<file path="src/rtl/ooo_pkg.sv">
// Shared widths and payload types for the result-writeback path
// (functional units to the CDB and the ROB write port).
package ooo_pkg;

    localparam int unsigned ROBID_W = 4;
    localparam int unsigned DATA_W  = 8;

    typedef struct packed {
        logic [ROBID_W-1:0] id;
        logic [DATA_W-1:0]  val;
    } cdb_msg_t;

    typedef struct packed {
        logic [ROBID_W-1:0] robid;
        logic [DATA_W-1:0]  flags;
        logic [DATA_W-1:0]  wbs;
        logic [DATA_W-1:0]  value;
    } rob_msg_t;

endpackage

</file>
<file path="src/rtl/rr_arbiter.sv">
// Round-robin arbiter: the grant is combinational from req/ptr, and the
// pointer advances past the winner on every issued grant.
module rr_arbiter #(
    parameter  int unsigned N     = 4,
    localparam int unsigned PTR_W = (N > 1) ? $clog2(N) : 1
) (
    input  logic             clk,
    input  logic             rst,
    input  logic [N-1:0]     req,
    input  logic             en,
    output logic [N-1:0]     grant,
    output logic [PTR_W-1:0] grant_idx
);

    logic [PTR_W-1:0] r_ptr;
    logic [N-1:0]     w_mask;
    logic [N-1:0]     w_hi;
    logic [N-1:0]     w_pick;
    logic             w_any;

    // Requests at or above the pointer win first; otherwise wrap to the lowest index.
    always_comb begin
        w_mask = '0;
        for (int unsigned i = 0; i < N; i++) begin
            w_mask[i] = (PTR_W'(i) >= r_ptr);
        end
    end

    assign w_hi   = req & w_mask;
    assign w_pick = (|w_hi) ? w_hi : req;
    assign w_any  = (|req) && en && !rst;

    always_comb begin
        grant_idx = '0;
        for (int i = int'(N) - 1; i >= 0; i--) begin
            if (w_pick[i]) begin
                grant_idx = PTR_W'(i);
            end
        end
    end

    always_comb begin
        grant = '0;
        for (int unsigned i = 0; i < N; i++) begin
            grant[i] = w_any && (grant_idx == PTR_W'(i));
        end
    end

    // Explicit wrap compare keeps non-power-of-two N legal.
    always_ff @(posedge clk) begin
        if (rst) begin
            r_ptr <= '0;
        end else if (w_any) begin
            r_ptr <= (grant_idx == PTR_W'(N - 1)) ? '0 : grant_idx + PTR_W'(1);
        end
    end

endmodule

</file>
<file path="src/rtl/fu_result_arbiter.sv">
// Arbitrates all functional-unit results onto the single CDB and the single
// ROB write port; each channel has its own round-robin arbiter and output register.
module fu_result_arbiter
    import ooo_pkg::*;
#(
    parameter  int unsigned NUM_FU = 4,
    localparam int unsigned PTR_W  = (NUM_FU > 1) ? $clog2(NUM_FU) : 1
) (
    input  logic                      clk,
    input  logic                      rst,
    input  logic [NUM_FU-1:0]         cdb_req,
    input  logic [NUM_FU*ROBID_W-1:0] cdb_id_in,
    input  logic [NUM_FU*DATA_W-1:0]  cdb_val_in,
    output logic [NUM_FU-1:0]         cdb_grant,
    output logic                      cdb_valid,
    output logic [ROBID_W-1:0]        cdb_id,
    output logic [DATA_W-1:0]         cdb_val,
    input  logic [NUM_FU-1:0]         rob_req,
    input  logic [NUM_FU*ROBID_W-1:0] robid_in,
    input  logic [NUM_FU*DATA_W-1:0]  flags_in,
    input  logic [NUM_FU*DATA_W-1:0]  wbs_in,
    input  logic [NUM_FU*DATA_W-1:0]  value_in,
    input  logic                      rob_ready,
    output logic [NUM_FU-1:0]         rob_grant,
    output logic                      rob_valid,
    output logic [ROBID_W-1:0]        rob_id,
    output logic [DATA_W-1:0]         rob_flags,
    output logic [DATA_W-1:0]         rob_wbs,
    output logic [DATA_W-1:0]         rob_value
);

    logic [NUM_FU-1:0] w_cdb_grant;
    logic [PTR_W-1:0]  w_cdb_idx;
    cdb_msg_t          w_cdb_msg;
    logic              r_cdb_valid;
    cdb_msg_t          r_cdb_msg;

    logic [NUM_FU-1:0] w_rob_grant;
    logic [PTR_W-1:0]  w_rob_idx;
    rob_msg_t          w_rob_msg;
    logic              r_rob_valid;
    rob_msg_t          r_rob_msg;

    rr_arbiter #(.N(NUM_FU)) u_cdb_arb (
        .clk       (clk),
        .rst       (rst),
        .req       (cdb_req),
        .en        (1'b1),
        .grant     (w_cdb_grant),
        .grant_idx (w_cdb_idx)
    );

    rr_arbiter #(.N(NUM_FU)) u_rob_arb (
        .clk       (clk),
        .rst       (rst),
        .req       (rob_req),
        .en        (rob_ready),
        .grant     (w_rob_grant),
        .grant_idx (w_rob_idx)
    );

    // Winner payload select for both channels.
    always_comb begin
        w_cdb_msg = '0;
        w_rob_msg = '0;
        for (int unsigned i = 0; i < NUM_FU; i++) begin
            if (w_cdb_idx == PTR_W'(i)) begin
                w_cdb_msg.id  = cdb_id_in[i*ROBID_W +: ROBID_W];
                w_cdb_msg.val = cdb_val_in[i*DATA_W +: DATA_W];
            end
            if (w_rob_idx == PTR_W'(i)) begin
                w_rob_msg.robid = robid_in[i*ROBID_W +: ROBID_W];
                w_rob_msg.flags = flags_in[i*DATA_W +: DATA_W];
                w_rob_msg.wbs   = wbs_in[i*DATA_W +: DATA_W];
                w_rob_msg.value = value_in[i*DATA_W +: DATA_W];
            end
        end
    end

    // Payload holds when idle; only the valid bit drops.
    always_ff @(posedge clk) begin
        if (rst) begin
            r_cdb_valid <= 1'b0;
            r_cdb_msg   <= '0;
            r_rob_valid <= 1'b0;
            r_rob_msg   <= '0;
        end else begin
            r_cdb_valid <= |w_cdb_grant;
            r_rob_valid <= |w_rob_grant;
            if (|w_cdb_grant) begin
                r_cdb_msg <= w_cdb_msg;
            end
            if (|w_rob_grant) begin
                r_rob_msg <= w_rob_msg;
            end
        end
    end

    assign cdb_grant = w_cdb_grant;
    assign cdb_valid = r_cdb_valid;
    assign cdb_id    = r_cdb_msg.id;
    assign cdb_val   = r_cdb_msg.val;

    assign rob_grant = w_rob_grant;
    assign rob_valid = r_rob_valid;
    assign rob_id    = r_rob_msg.robid;
    assign rob_flags = r_rob_msg.flags;
    assign rob_wbs   = r_rob_msg.wbs;
    assign rob_value = r_rob_msg.value;

endmodule

</file>
<file path="config.mk">
export PLATFORM = sky130hd
export DESIGN_NAME = fu_result_arbiter
export DESIGN_NICKNAME = d
export VERILOG_FILES = /design/src/rtl/ooo_pkg.sv /design/src/rtl/rr_arbiter.sv /design/src/rtl/fu_result_arbiter.sv
export SDC_FILE = /design/constraint.sdc
export NUM_CORES = 1
export LEC_CHECK = 0
export CAP_MARGIN = 20
export CELL_PAD_IN_SITES_DETAIL_PLACEMENT = 1
export CELL_PAD_IN_SITES_GLOBAL_PLACEMENT = 1
export CORE_MARGIN = 5
export CORE_UTILIZATION = 25
export CTS_CLUSTER_SIZE = 16
export DETAILED_ROUTE_END_ITERATION = 7
export GPL_TIMING_DRIVEN = 0
export PLACE_DENSITY_LB_ADDON = 0.1
export SETUP_SLACK_MARGIN = 0.02
export SKIP_LAST_GASP = 1
export SLEW_MARGIN = 20
export SYNTH_ARGS = -nofsm -noshare
export SYNTH_HDL_FRONTEND = slang
export SYNTH_SLANG_ARGS = --single-unit
</file>
<file path="constraint.sdc">
create_clock -name clk -period 3.2 [get_ports clk]
set_input_delay 0.32 -clock clk [delete_from_list [all_inputs] [get_ports clk]]
set_output_delay 0.32 -clock clk [all_outputs]
set_load 0.05 [all_outputs]
</file>
# After elaboration in Yosys (flattened, before gate mapping)
# Index checks and enable logic that the tools add are counted.
dict set report op_classes {
  n_addsub 2
  order_cmp 8
  eq_ne 6
  muxes 20
  bitwise 2
  reduce_logical 20
}
# cell n
set ops {}
lappend ops {{$mux 28} 4}
lappend ops {{$mux 12} 4}
lappend ops {{$reduce_or 4->1} 6}
lappend ops {{$mux 2} 10}
lappend ops {{$logic_and 1x1->1} 11}
lappend ops {{$and 4x4->4} 2}
lappend ops {{$eq 2x2->1 const B} 4}
lappend ops {{$ge 1x2->1 const A} 4}
lappend ops {{$ge 2x2->1 const A} 4}
lappend ops {{$mux 4} 2}
lappend ops {{$add 2x1->2 const B} 2}
lappend ops {{$eq 2x1->1 const B} 2}
lappend ops {{$logic_not 2->1} 2}
lappend ops {{$logic_not 1->1} 1}
dict set report word_totals {
  register_bits 46
  in_bits 171
  out_inout_bits 50
  wordCells 68
}

# Logic depth before layout (Yosys ltp)
# Gate-level depths: netlist (run 1).
dict set report logic_depth {
  word_depth 13
  mapped_depth 9
}

# By module
# A second synthesis (run 1) with hierarchy kept.
dict set report unflattened {
  cells_unflattened 209
  area_unflattened_um2 2864.0
}
# mod instances cells_each area_per_inst_um2 seq_area_each_um2
set modules_own_cells {}
lappend modules_own_cells {fu_result_arbiter 1 145 2280.9 840.8}
lappend modules_own_cells {rr_arbiter 2 32 291.5 40.0}

# Least setup slack after synthesis (run 1)
# OpenSTA, ideal clock, no wires.
dict set report synth_path {
  kind {input-to-output}
  startpoint {input rob_req[0]}
  endpoint {output rob_grant[3]}
  t_arrival_ns 2.420
  required_time_ns 2.880
  path_slack_ns 0.460
  path_stages 7
  path_buffers 2
  cell_sequence {nor2b_1 > a2111oi_0 > or2_2 > ha_1 > clkbuf_1 > clkbuf_1 > and3_1}
}
dict set report synth_between {
  elab_chain_cells 9
  elab_cells_between_ends 12
  classes_between {eq/ne (1); mux (5); bitwise (1); reduce/logical (5)}
}
# element line
set synth_rtl {}
lappend synth_rtl {{start, declared} fu_result_arbiter.sv:18} ;# input logic [NUM_FU-1:0] rob_req,
lappend synth_rtl {{$and 4x4->4} rr_arbiter.sv:29} ;# assign w_hi = req & w_mask;
lappend synth_rtl {{$reduce_or 4->1} rr_arbiter.sv:30} ;# assign w_pick = (|w_hi) ? w_hi : req;
lappend synth_rtl {{$mux 4} rr_arbiter.sv:30}
lappend synth_rtl {{$mux 2 (4 in a row)} rr_arbiter.sv:36} ;# if (w_pick[i]) begin
lappend synth_rtl {{$eq 2x2->1} rr_arbiter.sv:45} ;# grant[i] = w_any && (grant_idx == PTR_W'(i));
lappend synth_rtl {{$logic_and 1x1->1 (*)} rr_arbiter.sv:45}
lappend synth_rtl {{end, declared} fu_result_arbiter.sv:24} ;# output logic [NUM_FU-1:0] rob_grant,
# Mark *: on every way between the ends. The rest lies on a longest branch, timed or not.

# Worst setup path after layout (run 1)
# Ends and elaborated chain as after synthesis.

==> flow_summary.json, run 1 <==
{
  "vias_per_cell": 5.25,
  "dp_slack_ns": -1.18,
  "critPathCaptureType": "output port",
  "setup_viol": 0,
  "dpl.hpwl_mm": 13.8,
  "synth.distinct_cells": 37,
  "antenna_found_initial": 0,
  "wirelength_mm": 17.3,
  "rsz0062_at_grt": "true",
  "sequentialPowerShare_pct": 23.8,
  "cts_hold_buf": 0,
  "die_h_um": 128,
  "wl_met2_mm": 8.49,
  "netSwitchingFraction_pct": 41.8,
  "power_frac_comb_pct": 56.3,
  "ir_worst_vdd_uv": 218,
  "nNetsFinal": 846,
  "wire_per_inst_um": 20.4,
  "io_buffers": 219,
  "met1_length_mm": 7.05,
  "ys_ff_latch": 46,
  "ys_warn_count": 0,
  "n_fill_cell": 1652,
  "wl_met3_mm": 1.50,
  "h-tree-depth": 2,
  "dr.max_layer_used": "met4",
  "drc": 0,
  "grt_max_degree": 14,
  "first_global_vias": 4979,
  "finalSetupTns_ns": 0,
  "holdWs_ns": 0.438,
  "critPathArrivalTime_ns": 2.75,
  "post-route-period-util_pct": 95.8,
  "drive_gt1_share_pct": 8.08,
  "drtAntennaViolNets": 0,
  "hp-class": "input port to flop",
  "cts_root_buf": "clkbuf_16",
  "core_area_um2": 13700,
  "diodes": 0,
  "grt_usage_pct": 20.2,
  "grt_pass1_wl_mm": 26.4,
  "synth_top_area_share_pct": 26.6,
  "routed-via-count": 4454,
  "cts.reportedPaths.clkPinSlew_ns": 0.06,
  "synth_top_cell_by_area": "dfxtp_1",
  "switchingPower_mw": 1.25,
  "crit_type": "input port to output port",
  "ff2ff_setup_slack_ns": 0.38,
  "finalHoldViolCount": 0,
  "dr.pass1.iters": 4,
  "die_w_um": 128,
  "synthArstFlopShare_pct": 0,
  "syn_nets": 621,
  "synth_common_cells": "46 x clkbuf_1, 46 x dfxtp_1, 43 x inv_1",
  "synth_area_leaders": "dfxtp_1 27%, a221o_1 12%, nand3b_1 8.7%",
  "insertion_delay_ns": 0.29,
  "synth_area_um2": 3460,
  "crit_path_start_kind": "input port",
  "worst_slew_margin_rel_pct": 49.6,
  "total_leakage_power_nw": 2.24,
  "fin_ws_ns": 0.134,
  "worst_pin_slew_ns": 0.756,
  "tritoncts": "yes",
  "p_clk_share_pct": 19.9,
  "clockBufferDepth": 2,
  "worst-path-max-fanout": 10,
  "max_freq_mhz": 326,
  "slew_violations": 0,
  "synth_seq_area_share_pct": 26.6,
  "die_area_um2": 16300,
  "critical_path_required_ns": 2.88,
  "internal-power_mw": 1.73,
  "synth_flop_cell": "dfxtp_1",
  "total_power_mw": 2.98,
  "area_growth_pct": 76.4,
  "p_per_area_nw_per_um2": 489,
  "gr-total-overflow": 0,
  "start_util_pct": 25.2,
  "finalCriticalPeriod_ns": 3.07,
  "synth_cells": 442,
  "cts_sinks": 46,
  "clock_skew_ns": 0.00554,
  "row_count": 43,
  "gp_congestion": 0.858,
  "synth_edf_count": 0,
  "numCtsBuffers": 5,
  "io_pins": 221,
  "outcome": "complete, no violations",
  "drtIter0Drc": 157,
  "synth.avg_cell_area_um2": 7.82,
  "drv_cap": 0
}
[power by group through the flow]
stage                     clock, mW  sequential (mW)  combinational [mW]
after global placement            0            0.718                1.64
after CTS                     0.607            0.710                1.68
final                         0.592            0.711                1.68
after detailed placement          0            0.722                1.67
after floorplan                   0            0.978               0.756
after global routing          0.625            0.720                1.79
[layer usage]
| layer | vias up | GRT usage [%] |
|---|---|---|
| met5 | - | 0 |
| met3 | 17 | 6.81 |
| met4 | 0 | 5.18 |
| met2 | 171 | 36.0 |
| met1 | 2122 | 23.2 |
| li1 | 2144 | - |
[worst max-delay path: stages]
cell and delay, ns:
clkdlybuf4s50_1 0.49, nor2b_2 0.22, a2111oi_4 0.37, or2_2 0.20, ha_1 0.20, buf_2 0.26
clkbuf_4 0.26, and3_1 0.16, buf_2 0.26
[flip-flops by register name, summed over array words and instances, names as in the netlist]
| signal | cells |
|---|---|
| cdb_id | 4 |
| cdb_val | 8 |
| cdb_valid | 1 |
| rob_flags | 8 |
| rob_id | 4 |
| rob_valid | 1 |
| rob_value | 8 |
| rob_wbs | 8 |
| u_cdb_arb.r_ptr | 2 |
| u_rob_arb.r_ptr | 2 |
[metrics by stage]
step           cells  util [%]  area [um2]
3_5_place_dp     841      42.8        5870
4_1_cts          849      44.3        6070
6_report         848      44.4        6100
3_3_place_gp     841      42.8        5870
2_1_floorplan    442         -        3460
5_1_grt          848      44.4        6100
[final timing paths]
| check | start | end | cells past startpoint |
|---|---|---|---|
| hold / removal | rst | rob_value[7] | 2 |
| setup / recovery | rob_req[0] | rob_grant[3] | 9 |
| setup reg to reg | u_rob_arb.r_ptr[1] | rob_value[3] | 9 |
| hold reg to reg | rob_flags[3] | rob_flags[3] | 2 |
[final cells by class]
type	instances	area [um2]	area share (%)
buffer	53	254	4.17
clock buffer	8	166	2.73
inverter	44	165	2.71
multi-input combinational	298	2180	35.7
sequential	46	921	15.1
tap	180	225	3.69
timing repair buffer	219	2190	35.9
[placed cells by master, fill, tap and decap left out, types with 2 or more instances in the layout]
| cell | synthesis | final |
|---|---|---|
| clkdlybuf4s18_2 | 0 | 2 |
| or4_1 | 4 | 4 |
| buf_6 | 2 | 2 |
| clkbuf_4 | 0 | 6 |
| o21a_1 | 2 | 2 |
| ha_1 | 8 | 8 |
| a311oi_2 | 10 | 10 |
| dfxtp_1 | 46 | 46 |
| a221o_1 | 40 | 40 |
| clkbuf_16 | 0 | 5 |
| o22a_1 | 2 | 2 |
| nand3b_1 | 40 | 40 |
| clkdlybuf4s50_1 | 0 | 211 |
| clkbuf_1 | 46 | 30 |
| clkdlybuf4s15_2 | 0 | 3 |
| nand2b_1 | 4 | 4 |
| a31oi_1 | 40 | 40 |
| inv_1 | 43 | 43 |
| clkbuf_8 | 0 | 3 |
| nor2_1 | 5 | 5 |
| nor2b_1 | 3 | 2 |
| o22ai_1 | 2 | 2 |
| buf_2 | 5 | 10 |
| and3_1 | 10 | 10 |
| clkbuf_2 | 0 | 6 |
| nand2_1 | 41 | 41 |
| a311oi_1 | 30 | 30 |
| a21oi_1 | 42 | 42 |
[logic make-up (layout without fill, tap and decap cells)]
kind of cell / Yosys count / after routing / share of synthesized area, %
AND/OR/NAND/NOR: 111 / 111 / 18.5
flip-flops: 46 / 46 / 26.6
AO/OA/AOI/OAI: 178 / 178 / 40.4
buffers and inverters: 98 / 324 / 11.3
adder cells (fa/ha/maj): 8 / 8 / 2.90
multiplexers: 1 / 1 / 0.290
[timing repair]
item                       CTS  global route
gates resized for setup     42            23
hold endpoints to repair     0             0
buffers inserted             0             0
setup endpoints to repair   36            29
Note: power is estimated with default switching activity, not from simulation.
==> run 2, diff against run 1 <==
- SKIP_CTS_REPAIR_TIMING: not set -> 1
==> flow_summary.json, run 2 (same netlist as run 1, synthesis figures left out) <==
{
  "outcome": "finished with violations",
  "violations": "negative setup slack",
  "grt_use_met3_pct": 6.86,
  "gr-total-overflow": 0,
  "drtIter0Drc": 160,
  "use_met2_pct": 36.0,
  "holdWs_ns": 0.441,
  "h-tree-depth": 2,
  "holdPathStages": 2,
  "critical_path_required_ns": 2.88,
  "dpl.hpwl_mm": 13.8,
  "first_global_vias": 4982,
  "slew_violations": 0,
  "routed-via-count": 4459,
  "finalCriticalPeriod_ns": 3.31,
  "grt_max_degree": 14,
  "drive_gt1_share_pct": 7.50,
  "diodes": 0,
  "worst-path-max-fanout": 10,
  "r2r_cells": 9,
  "post-route-period-util_pct": 104,
  "ir_worst_vdd_uv": 218,
  "cts.reportedPaths.clkPinSlew_ns": 0.07,
  "top_usage_layer": "met2",
  "tritoncts": "yes",
  "dp_slack_ns": -1.18,
  "io_buffers": 219,
  "hp-class": "input port to flop",
  "grt_pass1_wl_mm": 26.5,
  "crit_path_start_kind": "input port",
  "numCtsBuffers": 5,
  "dpl_cell_area_um2": 5870,
  "clock_skew_ns": 0.00453,
  "stdcell_area_um2": 6060,
  "r2r_start": "u_rob_arb.r_ptr[1]",
  "dr.pass1.iters": 4,
  "drtAntennaViolNets": 0,
  "start_util_pct": 25.2,
  "worst_pin_slew_ns": 0.760,
  "crit_type": "input port to output port",
  "row_count": 43,
  "clockBufferDepth": 2,
  "io_pins": 221,
  "drv_cap": 0,
  "grt_usage_pct": 20.2,
  "rsz0062_at_grt": "true",
  "core_area_um2": 13700,
  "total_power_mw": 2.97,
  "area_growth_pct": 75.5,
  "layout_common_cells": "211 x clkdlybuf4s50_1, 46 x dfxtp_1, 43 x inv_1",
  "critPathCaptureType": "output port",
  "die_area_um2": 16300,
  "total_leakage_power_nw": 2.28,
  "met1_usage_pct": 23.2,
  "max_freq_mhz": 302,
  "min_from": "rst",
  "setup_viol": 1,
  "hold_path_end": "rob_value[7]",
  "critPathArrivalTime_ns": 2.99,
  "vias_per_cell": 5.26,
  "nNetsFinal": 845,
  "n_fill_cell": 1652,
  "p_per_area_nw_per_um2": 490,
  "worst_slew_margin_rel_pct": 49.3,
  "layout_commonest_cell": "clkdlybuf4s50_1",
  "cts_root_buf": "clkbuf_16",
  "gp_congestion": 0.858,
  "finalHoldViolCount": 0,
  "drc": 0,
  "ff2ff_setup_slack_ns": 0.35,
  "reg2reg_to": "rob_value[1]",
  "die_h_um": 128,
  "insertion_delay_ns": 0.29,
  "final_core_util_pct": 44.2,
  "cts_sinks": 46,
  "die_w_um": 128,
  "antenna_found_initial": 0,
  "wirelength_mm": 17.3,
  "wire_per_inst_um": 20.4,
  "fin_ws_ns": -0.113
}
[run 2: cell count changes in the layout (fill, tap and decap cells not counted), moves of 2 or more]
| cell | previous run | this run |
|---|---|---|
| buf_2 | 10 | 7 |
| clkbuf_2 | 6 | 15 |
| clkbuf_4 | 6 | 2 |
| clkdlybuf4s15_2 | 3 | 0 |
| clkdlybuf4s18_2 | 2 | 0 |
| dlymetal6s2s_1 | 0 | 3 |
[run 2: critical path, stage by stage]
cell             delay, ns
clkdlybuf4s50_1       0.50
nor2b_2               0.22
a2111oi_4             0.37
or2_2                 0.20
ha_1                  0.20
clkbuf_2              0.28
clkbuf_2              0.29
and3_1                0.18
dlymetal6s2s_1        0.42
[run 2: routing by layer]
layer	vias up	share of wire [%]	wire length, um
li1	2139	-	-
met1	2125	41	7060
met2	176	49	8460
met3	19	8.5	1470
met4	0	1.8	306
met5	-	0	0
[run 2: cell type report]
class	count	area, um2	share of cell area [%]
Inverter	44	165	2.72
Clock buffer	8	166	2.74
Buffer	52	236	3.90
Timing Repair Buffer	219	2180	35.9
Tap cell	180	225	3.71
Multi-Input combinational cell	298	2170	35.8
Sequential cell	46	921	15.2
[run 2: through the flow]
stage | std cells | setup TNS [ns]
final | 847 | -0.113
after CTS | 849 | -12.67
after global placement | 841 | -17.99
after global routing | 847 | -0.283
after floorplan | 442 | 0
after detailed placement | 841 | -22.25
[run 2: how the worst max path moves through the flow]
stage | from | end | slack, ns
after detailed placement | rob_req[0] | rob_grant[3] | -1.18
after global placement | rob_req[0] | rob_grant[3] | -1.12
final | rob_req[0] | rob_grant[3] | -0.11
after floorplan | rob_req[0] | rob_grant[3] | 0.46
after CTS | rob_req[0] | rob_grant[3] | -1.19
after global routing | rob_req[0] | rob_grant[3] | -0.24
[run 2: where the power goes]
group          total, mW  switching (mW)  internal, mW
sequential         0.711          0.0522         0.659
combinational       1.67           0.955         0.712
clock              0.593           0.238         0.355
==> run 3, diff against run 2 <==
- PLACE_DENSITY: not set -> 0.87
- PLACE_DENSITY_LB_ADDON: 0.1 -> not set
- RECOVER_POWER: not set -> 100
- SYNTH_HIERARCHICAL: not set -> 1
==> flow_summary.json, run 3 <==
{
  "outcome": "complete, no violations",
  "dr.pass1.iters": 4,
  "tritoncts": "yes",
  "die_h_um": 117,
  "synth-simple-area-share_pct": 6.03,
  "crit_type": "input port to output port",
  "total_leakage_power_nw": 2.14,
  "ys_ff_latch": 46,
  "worst_pin_slew_ns": 0.617,
  "antenna_found_initial": 0,
  "finalHoldViolCount": 0,
  "slew_violations": 0,
  "worst-path-max-fanout": 4,
  "grt_usage_pct": 16.4,
  "wirelength_mm": 11.6,
  "rsz0062_at_grt": "false",
  "synth_seq_area_share_pct": 32.2,
  "synth.distinct_cells": 30,
  "ys_warn_count": 6,
  "syn_nets": 388,
  "max_freq_mhz": 325,
  "insertion_delay_ns": 0.28,
  "area_growth_pct": 88.2,
  "layout_common_cells": "172 x clkdlybuf4s50_1, 46 x dfxtp_1, 44 x dlygate4sd3_1",
  "routed-via-count": 2864,
  "clockBufferDepth": 2,
  "drive_gt1_share_pct": 14.4,
  "synthArstFlopShare_pct": 0,
  "cts_root_buf": "clkbuf_16",
  "synth_area_um2": 2860,
  "drv_cap": 0,
  "cp_slowest_cell": "clkdlybuf4s50_1",
  "numCtsBuffers": 5,
  "hp-class": "flop to flop",
  "synth_compound_area_share_pct": 19.9,
  "ir_worst_vdd_uv": 267,
  "drtIter0Drc": 70,
  "die_area_um2": 13700,
  "layout_commonest_cell": "clkdlybuf4s50_1",
  "dp_slack_ns": -0.220,
  "first_global_vias": 3226,
  "synth_mux_area_share_pct": 33.2,
  "synth_cells": 209,
  "drtAntennaViolNets": 0,
  "worst_slew_margin_rel_pct": 59.0,
  "timing.critical_path.cells": "clkdlybuf4s50_1 -> nor2b_1 -> nor2_1 -> o22ai_1 -> ha_1 -> and2_1 -> clkdlybuf4s50_1",
  "start_util_pct": 25.3,
  "gp_congestion": 0.800,
  "path_buf_inv": 2,
  "post-route-period-util_pct": 96.2,
  "yosys.area_share.adder_pct": 3.49,
  "io_pins": 221,
  "critPathCaptureType": "output port",
  "synth_top_family_by_area": "multiplexers",
  "cts.reportedPaths.clkPinSlew_ns": 0.06,
  "fin_ws_ns": 0.123,
  "gr-total-overflow": 0,
  "cpPeakStageDelay_ns": 0.81,
  "p_per_area_nw_per_um2": 430,
  "synth_flop_cell": "dfxtp_1",
  "nNetsFinal": 615,
  "finalCriticalPeriod_ns": 3.08,
  "grt_max_degree": 15,
  "cp_top_family": "buffers and inverters",
  "grt_pass1_wl_mm": 17.2,
  "cts_sinks": 46,
  "synth_top_area_share_pct": 32.2,
  "synth_most_common_cell": "dfxtp_1",
  "synth_area_leaders": "dfxtp_1 32%, mux4_2 25%, a22o_1 12%",
  "synth_top_cell_by_area": "dfxtp_1",
  "h-tree-depth": 2,
  "vias_per_cell": 4.94,
  "dpl.hpwl_mm": 9.75,
  "diodes": 0,
  "drc": 0,
  "io_buffers": 220,
  "synth.avg_cell_area_um2": 13.7,
  "wire_per_inst_um": 20.0,
  "total_power_mw": 2.32,
  "critical_path_required_ns": 2.88,
  "critPathArrivalTime_ns": 2.76,
  "core_area_um2": 11300,
  "die_w_um": 117,
  "critPathMostFrequentCell": "clkdlybuf4s50_1",
  "clock_skew_ns": 0.00728,
  "row_count": 39,
  "synth_edf_count": 0,
  "synth_common_cells": "46 x dfxtp_1, 40 x a22o_1, 32 x mux4_2",
  "crit_path_start_kind": "input port",
  "synth_xor_area_share_pct": 0,
  "setup_viol": 0
}
==> run 3: cell types whose count changed in the layout (fill, tap and decap cells not counted), moves of 40 or more <==
cell / before / now
a221o_1: 40 / 0
dlygate4sd3_1: 0 / 44
a21oi_1: 42 / 2
a31oi_1: 40 / 0
a22o_1: 0 / 40
nand2_1: 41 / 0
==> run 3: layout make-up <==
| type | count | area, um2 |
|---|---|---|
| Buffer | 16 | 123 |
| Clock buffer | 6 | 129 |
| Clock inverter | 2 | 13.8 |
| Fill cell | 1197 | 5930 |
| Inverter | 6 | 22.5 |
| Multi-Input combinational cell | 141 | 1820 |
| Sequential cell | 46 | 921 |
| Tap cell | 143 | 179 |
| Timing Repair Buffer | 220 | 2190 |
==> run 3: logic make-up after synthesis <==
kind of cell               after synthesis
AOI/OAI and AO/OA                       58
DFF                                     46
muxes                                   42
and+or+nand+nor                         32
buffers and inverters                   22
adders and majority gates                8
other                                    1
==> run 3: path summary, 6_finish.rpt <==
| check | endpoint | depth (start not counted) | slack [ns] | from |
|---|---|---|---|---|
| worst max-delay path | cdb_grant[0] | 7 | 0.12 | cdb_req[0] |
| worst min-delay path | rob_id[0] | 1 | 0.47 | rob_id[0] |
| worst max register to register | cdb_val[1] | 9 | 0.52 | u_cdb_arb/r_ptr[1] |
| worst min register to register | rob_id[0] | 1 | 0.47 | rob_id[0] |
==> run 3: per-layer routing <==
layer	vias up	routed length (um)	share of wire (%)	GRT usage (%)
met5	-	0	0	0
met4	0	179	1.5	4.13
met3	14	1160	10	5.14
met2	151	6090	52	32.0
met1	1378	4190	36	16.9
li1	1321	-	-	-
==> run 3: stage by stage <==
stage / hold WS, ns / setup TNS (ns) / util (%) / area, um2 / cells
floorplan: 0.392 / 0 / - / 2860 / 209
global placement: 0.460 / -1.09 / 46.3 / 5250 / 572
detailed placement: 0.465 / -2.46 / 46.3 / 5250 / 572
CTS: 0.482 / -0.514 / 47.6 / 5390 / 580
global route: 0.494 / 0 / 47.6 / 5390 / 580
finish: 0.468 / 0 / 47.6 / 5390 / 580
==> run 3: power by group <==
group	internal, mW	leakage (nW)	total [mW]	switching [mW]
Combinational	0.554	1.69	1.12	0.562
Clock	0.290	0.0708	0.515	0.225
Sequential	0.647	0.376	0.689	0.0424
Total	1.49	2.14	2.32	0.829
